--- src/rtl/eva_arb_pkg.sv ---
// rtl/eva_arb_pkg.sv - shared widths, AXI constants and FSM state type for the read arbiter
package eva_arb_pkg;
    localparam int EVA_AXI_ADDR_W = 32;
    localparam int EVA_AXI_DATA_W = 128;
    localparam int EVA_AXI_ID_W   = 4;
    localparam int EVA_AXI_LEN_W  = 6;

    localparam logic [2:0] EVA_AXI_SIZE_16B   = 3'b100;
    localparam logic [1:0] EVA_AXI_BURST_INCR = 2'b01;

    typedef enum logic {ARB_IDLE, ARB_ADDR} arb_state_t;
endpackage

--- src/rtl/eva_rr_pick.sv ---
// rtl/eva_rr_pick.sv - combinational round-robin picker: first set req at or after ptr, wrapping
module eva_rr_pick
    import eva_arb_pkg::*;
#(
    parameter int NUM_REQ = 4
) (
    input  logic [NUM_REQ-1:0]      req,
    input  logic [EVA_AXI_ID_W-1:0] ptr,
    output logic [EVA_AXI_ID_W-1:0] gnt,
    output logic                    any
);

    always_comb begin
        int  idx;
        logic hit;
        gnt = '0;
        any = 1'b0;
        idx = 0;
        hit = 1'b0;
        // Walk offsets from farthest to nearest so the nearest hit wins.
        for (int k = NUM_REQ - 1; k >= 0; k--) begin
            idx = int'(ptr) + k;
            if (idx >= NUM_REQ) begin
                idx = idx - NUM_REQ;
            end
            hit = 1'b0;
            for (int j = 0; j < NUM_REQ; j++) begin
                if (j == idx) begin
                    hit = req[j];
                end
            end
            if (hit) begin
                gnt = idx[EVA_AXI_ID_W-1:0];
                any = 1'b1;
            end
        end
    end

endmodule

--- src/rtl/eva_axi_rd_arb.sv ---
// rtl/eva_axi_rd_arb.sv - round-robin AXI4 read arbiter with per-requester outstanding caps
// Optional grant statistics when EVA_RD_ARB_STAT_EN is defined.
module eva_axi_rd_arb
    import eva_arb_pkg::*;
#(
    parameter int NUM_REQ  = 4,
    parameter int MAX_OUTS = 4
) (
    input  logic                        aclk,
    input  logic                        arest_n,
    input  logic [NUM_REQ-1:0]          s_arvalid,
    input  logic [NUM_REQ*32-1:0]       s_araddr,
    input  logic [NUM_REQ*6-1:0]        s_arlen,
    output logic [NUM_REQ-1:0]          s_arready,
    output logic [NUM_REQ-1:0]          s_rvalid,
    output logic [EVA_AXI_DATA_W-1:0]   s_rdata,
    output logic                        s_rlast,
    output logic [1:0]                  s_rresp,
    input  logic [NUM_REQ-1:0]          s_rready,
    output logic                        m_arvalid,
    output logic [EVA_AXI_ID_W-1:0]     m_arid,
    output logic [EVA_AXI_ADDR_W-1:0]   m_araddr,
    output logic [EVA_AXI_LEN_W-1:0]    m_arlen,
    output logic [2:0]                  m_arsize,
    output logic [1:0]                  m_arburst,
    input  logic                        m_arready,
    input  logic                        m_rvalid,
    input  logic [EVA_AXI_ID_W-1:0]     m_rid,
    input  logic [EVA_AXI_DATA_W-1:0]   m_rdata,
    input  logic                        m_rlast,
    input  logic [1:0]                  m_rresp,
    output logic                        m_rready,
    output logic                        err_rid
`ifdef EVA_RD_ARB_STAT_EN
    ,
    input  logic [3:0]                  stat_sel,
    output logic [15:0]                 stat_cnt
`endif
);

    localparam int CNT_W = 4;

    arb_state_t              state_q, state_d;
    logic [EVA_AXI_ID_W-1:0] gnt_q, gnt_d;
    logic [EVA_AXI_ID_W-1:0] rr_ptr_q, rr_ptr_d;
    logic [CNT_W-1:0]        out_cnt_q [NUM_REQ];
    logic [CNT_W-1:0]        out_cnt_d [NUM_REQ];
    logic                    err_rid_q, err_rid_d;

    logic [NUM_REQ-1:0]      elig;
    logic [NUM_REQ-1:0]      inc_v;
    logic [NUM_REQ-1:0]      dec_v;
    logic [EVA_AXI_ID_W-1:0] pick_gnt;
    logic                    pick_any;
    logic                    ar_hs;
    logic                    r_hs;
    logic                    rid_ok;
    logic                    rid_cnt_zero;

    always_comb begin
        for (int i = 0; i < NUM_REQ; i++) begin
            elig[i] = s_arvalid[i] && (out_cnt_q[i] < CNT_W'(MAX_OUTS));
        end
    end

    eva_rr_pick #(.NUM_REQ(NUM_REQ)) u_pick (
        .req (elig),
        .ptr (rr_ptr_q),
        .gnt (pick_gnt),
        .any (pick_any)
    );

    assign m_arvalid = (state_q == ARB_ADDR);
    assign m_arid    = gnt_q;
    assign m_arsize  = EVA_AXI_SIZE_16B;
    assign m_arburst = EVA_AXI_BURST_INCR;
    assign ar_hs     = m_arvalid && m_arready;

    always_comb begin
        m_araddr  = '0;
        m_arlen   = '0;
        s_arready = '0;
        for (int i = 0; i < NUM_REQ; i++) begin
            if (gnt_q == EVA_AXI_ID_W'(i)) begin
                m_araddr     = s_araddr[32*i +: 32];
                m_arlen      = s_arlen[6*i +: 6];
                s_arready[i] = ar_hs;
            end
        end
    end

    // Out-of-range ids are always accepted so a stray beat cannot stall the bus.
    always_comb begin
        m_rready     = 1'b1;
        rid_ok       = 1'b0;
        rid_cnt_zero = 1'b1;
        s_rvalid     = '0;
        for (int i = 0; i < NUM_REQ; i++) begin
            if (m_rid == EVA_AXI_ID_W'(i)) begin
                m_rready     = s_rready[i];
                rid_ok       = 1'b1;
                rid_cnt_zero = (out_cnt_q[i] == '0);
                s_rvalid[i]  = m_rvalid;
            end
        end
    end

    assign s_rdata = m_rdata;
    assign s_rlast = m_rlast;
    assign s_rresp = m_rresp;
    assign r_hs    = m_rvalid && m_rready;

    always_comb begin
        for (int i = 0; i < NUM_REQ; i++) begin
            inc_v[i]     = ar_hs && (gnt_q == EVA_AXI_ID_W'(i));
            dec_v[i]     = r_hs && m_rlast && (m_rid == EVA_AXI_ID_W'(i)) && (out_cnt_q[i] != '0);
            out_cnt_d[i] = out_cnt_q[i];
            if (inc_v[i] && !dec_v[i]) begin
                out_cnt_d[i] = out_cnt_q[i] + 1'b1;
            end else if (dec_v[i] && !inc_v[i]) begin
                out_cnt_d[i] = out_cnt_q[i] - 1'b1;
            end
        end
        err_rid_d = err_rid_q || (r_hs && (!rid_ok || rid_cnt_zero));
    end

    always_comb begin
        state_d  = state_q;
        gnt_d    = gnt_q;
        rr_ptr_d = rr_ptr_q;
        if (state_q == ARB_IDLE) begin
            if (pick_any) begin
                gnt_d   = pick_gnt;
                state_d = ARB_ADDR;
            end
        end else begin
            if (m_arready) begin
                state_d  = ARB_IDLE;
                rr_ptr_d = (gnt_q == EVA_AXI_ID_W'(NUM_REQ - 1)) ? '0 : gnt_q + 1'b1;
            end
        end
    end

    always_ff @(posedge aclk or negedge arest_n) begin
        if (!arest_n) begin
            state_q   <= ARB_IDLE;
            gnt_q     <= '0;
            rr_ptr_q  <= '0;
            err_rid_q <= 1'b0;
            for (int i = 0; i < NUM_REQ; i++) begin
                out_cnt_q[i] <= '0;
            end
        end else begin
            state_q   <= state_d;
            gnt_q     <= gnt_d;
            rr_ptr_q  <= rr_ptr_d;
            err_rid_q <= err_rid_d;
            for (int i = 0; i < NUM_REQ; i++) begin
                out_cnt_q[i] <= out_cnt_d[i];
            end
        end
    end

    assign err_rid = err_rid_q;

`ifdef EVA_RD_ARB_STAT_EN
    logic [15:0] stat_q [NUM_REQ];
    logic [15:0] stat_d [NUM_REQ];
    logic [15:0] stat_cnt_q, stat_cnt_d;

    always_comb begin
        stat_cnt_d = '0;
        for (int i = 0; i < NUM_REQ; i++) begin
            stat_d[i] = stat_q[i];
            if (inc_v[i] && (stat_q[i] != 16'hFFFF)) begin
                stat_d[i] = stat_q[i] + 16'd1;
            end
            if (stat_sel == 4'(i)) begin
                stat_cnt_d = stat_q[i];
            end
        end
    end

    always_ff @(posedge aclk or negedge arest_n) begin
        if (!arest_n) begin
            stat_cnt_q <= '0;
            for (int i = 0; i < NUM_REQ; i++) begin
                stat_q[i] <= '0;
            end
        end else begin
            stat_cnt_q <= stat_cnt_d;
            for (int i = 0; i < NUM_REQ; i++) begin
                stat_q[i] <= stat_d[i];
            end
        end
    end

    assign stat_cnt = stat_cnt_q;
`endif

endmodule

--- config.mk ---
export PLATFORM = sky130hd
export DESIGN_NAME = eva_axi_rd_arb
export DESIGN_NICKNAME = d
export VERILOG_FILES = /design/src/rtl/eva_arb_pkg.sv /design/src/rtl/eva_rr_pick.sv /design/src/rtl/eva_axi_rd_arb.sv
export SDC_FILE = /design/constraint.sdc
export NUM_CORES = 1
export LEC_CHECK = 0
export BUFFER_PORTS_ARGS = -buffer_cell sky130_fd_sc_hd__buf_4
export CORE_AREA = 3 3 188 190
export CTS_CLUSTER_SIZE = 8
export DETAILED_ROUTE_END_ITERATION = 8
export DIE_AREA = 0 0 191 193
export PLACE_DENSITY = 0.42
export SETUP_SLACK_MARGIN = 0.5
export SYNTH_ARGS = -nofsm -noshare
export SYNTH_HDL_FRONTEND = slang
export SYNTH_SLANG_ARGS = --single-unit
--- constraint.sdc ---
create_clock -name aclk -period 3.19 [get_ports aclk]
set_input_delay 0.638 -clock aclk [delete_from_list [all_inputs] [get_ports aclk]]
set_output_delay 0.638 -clock aclk [all_outputs]
set_load 0.01 [all_outputs]
==> flow_summary.ini <==
[status]
outcome = finished clean

[timing]
grt_setup_unrepaired = true
tightest_slew_ns = 0.5379
slew_viol_final = 0
finalCritPeriodShare = 0.8445
fin_skew_ns = 0.003789
maxSlewHeadroom = 0.6414
final_hold_viol_count = 0
period_minus_slack_ns = 2.694
holdWs_ns = 0.2865
fmax_mhz = 371.2
fin_setup_tns_ns = 0
setup_viol = 0

[clock_tree]
clkSinkCount = 26
clk_path_buf_depth = 2
path_clk_slew_ns = 0.07
clk_latency_ns = 0.26
h-tree-depth = 1
cts_tree = done
cts-root-buf = clkbuf_16
cts_buffers = 3

[logic_synthesis]
synth_top_cell_by_area = buf_4
syn_avg_cell_area_um2 = 7.695
netlist_area_um2 = 4309
synth-seq-area-share = 0.1510
yosysTopAreaCellShare = 0.2387
synth_cell_type_count = 51
ys_ff_latch = 26
syn_inst = 560
synth_area_leaders = buf_4 24%, dfrtp_1 15%, o21ai_0 9.8%
yosysWarnings = 0

[layout]
final_common_cell = buf_4
drive_gt1_frac = 0.5076
syn_to_final_growth_pct = 45.96
fillCellCount = 3750
nets = 993
finish.utilization = 0.1871
instances_no_fill = 1104
layout_common_cells = 235 x buf_4, 58 x nand2_1, 44 x o21ai_0
regArea_um2 = 655.6
diodes = 0
multiInputGateArea_um2 = 2784

[worst_setup_path]
critical_path_required_ns = 2.55
critPathKind = flip-flop to output port
cp.arrival_ns = 2.06
worstPathMaxFanout = 31
start_kind = flip-flop
end_kind = output port

[route]
vias = 4304
drt_pre_antenna_iters = 4
viasPerCell = 3.899
routed_wl_mm = 26.85
routedWlPerCell_um = 24.32
ant_nets = 0
drtIter0Drc = 192
drc = 0

[global_route]
grt_max_degree = 43
grt.overflow.total = 0
grt_pass1_wl_mm = 31.36
grt_pass1_vias = 4041
grtUsageTotal = 0.1205
antenna_found_initial = 0

[min_path]
hp-class = primary input to asynchronous set/reset pin

[job]
cap_violations = 0

[power]
clkPwrFrac = 0.067
seq_power_share = 0.120
switchingPower_uw = 2620
finalPower_uw = 5575
p_leak_uw = 0.002670
cellPowerDensity_nw_per_um2 = 886.3
switching_share = 0.4700
combPwrFrac = 0.814
ir_worst_vdd_mv = 0.3018
p_int_uw = 2955

[placement]
hpwl_mm = 21.31
routabilityCongestion = 0.7785
port-buffer-count = 222
dp.cells = 1084

[floorplan]
fp.dieArea_um2 = 36860
coreArea_um2 = 33620
fp.dieW_um = 191
num_io_pins = 488
num_rows = 67
initial_utilization = 0.1282
fp.dieH_um = 193
[cells in the mapped netlist, drive strengths merged]
cell / number
ha: 33
a31oi: 3
a221o: 40
o211a: 1
o311ai: 1
inv: 12
nor2: 25
o31ai: 1
dfrtp: 26
a22oi: 4
or3b: 2
nand2b: 3
nor3: 4
mux4: 1
xor2: 7
a22o: 2
nand3: 7
o211ai: 1
nand3b: 1
nor3b: 6
mux2i: 1
o21ai: 85
a31o: 1
fa: 4
and3: 3
o41ai: 2
xnor2: 15
nor4: 5
a21oi: 8
nor2b: 6
nand2: 62
clkbuf: 22
conb: 2
a21o: 5
buf: 143
o31a: 1
or3: 1
o22ai: 3
mux2: 5
and2: 6
[final timing paths]
kind                                  start      endpoint  depth (start not counted)  slack [ns]
worst max register to register  rr_ptr_q[1]     m_arid[1]                         12        0.60
worst min-delay path                arest_n  out_cnt_q[5]                          1        0.29
max in group asynchronous           arest_n     m_arid[3]                          1        2.60
worst min register to register      err_rid       err_rid                          1        0.48
min in group aclk                   err_rid       err_rid                          1        0.48
worst max-delay path              m_arid[0]   m_araddr[6]                          7        0.50
[power by group through the flow]
stage / Clock (µW) / Sequential, µW / Combinational [µW]
finish: 371 / 668 / 4540
global route: 398 / 698 / 4990
CTS: 386 / 656 / 4310
detailed placement: 0 / 660 / 3830
global placement: 0 / 667 / 3800
floorplan: 0 / 639 / 2410
[cell families after synthesis]
family                   Yosys count  synth area share
buffers and inverters            177            0.2747
AO/OA/AOI/OAI                    158            0.2483
AND/OR/NAND/NOR                  131            0.1446
adder cells (fa/ha/maj)           37            0.1144
flip-flops                        26            0.1510
XOR/XNOR                          22           0.04472
multiplexers                       7           0.02061
other                              2          0.001743
[metrics by stage]
stage                     setup WS, ns  cell area, µm²
final                           0.4962            6290
after floorplan                 0.5067            4364
after global routing            0.4046            6290
after global placement          0.2887            5633
after detailed placement        0.2555            5633
after CTS                       0.4511            5984
[registers in the layout, summed over array words and instances (netlist names)]
name and cells:
err_rid 1, m_arid 4, m_arvalid 1, out_cnt_q 16, rr_ptr_q 4
[critical path: stages (launching register included)]
cell and delay [ns]:
dfrtp_2 0.45, ha_4 0.19, and2_2 0.20, buf_12 0.17
a221o_1 0.36, o21ai_1 0.13, o21ai_0 0.11, buf_4 0.15
[timing repair]
action	4_1_cts	5_1_grt
setup endpoints to repair	44	46
buffers inserted	6	2
pin swaps	11	28
endpoints found under the hold margin	0	0
gates resized for setup	65	45
cloned	2	6
hold buffers	0	0
[area by class of cell]
type / instances / share of cell area
well taps: 448 / 0.08912
inverters: 12 / 0.007559
multi-input cells: 360 / 0.4426
clock buffers: 3 / 0.01194
clock inverters: 1 / 0.004774
repair buffers: 254 / 0.3398
flip-flops and latches: 26 / 0.1042
[layer usage]
layer  GRT usage  share of wire  up-vias
met3      0.1110           0.20       34
met1      0.1146           0.31     1965
met4     0.03415          0.030        2
li1            -              -     2031
met2      0.1892           0.46      272
met5    0.005305         0.0010        -
No activity file was read; power rests on OpenSTA's default activity.
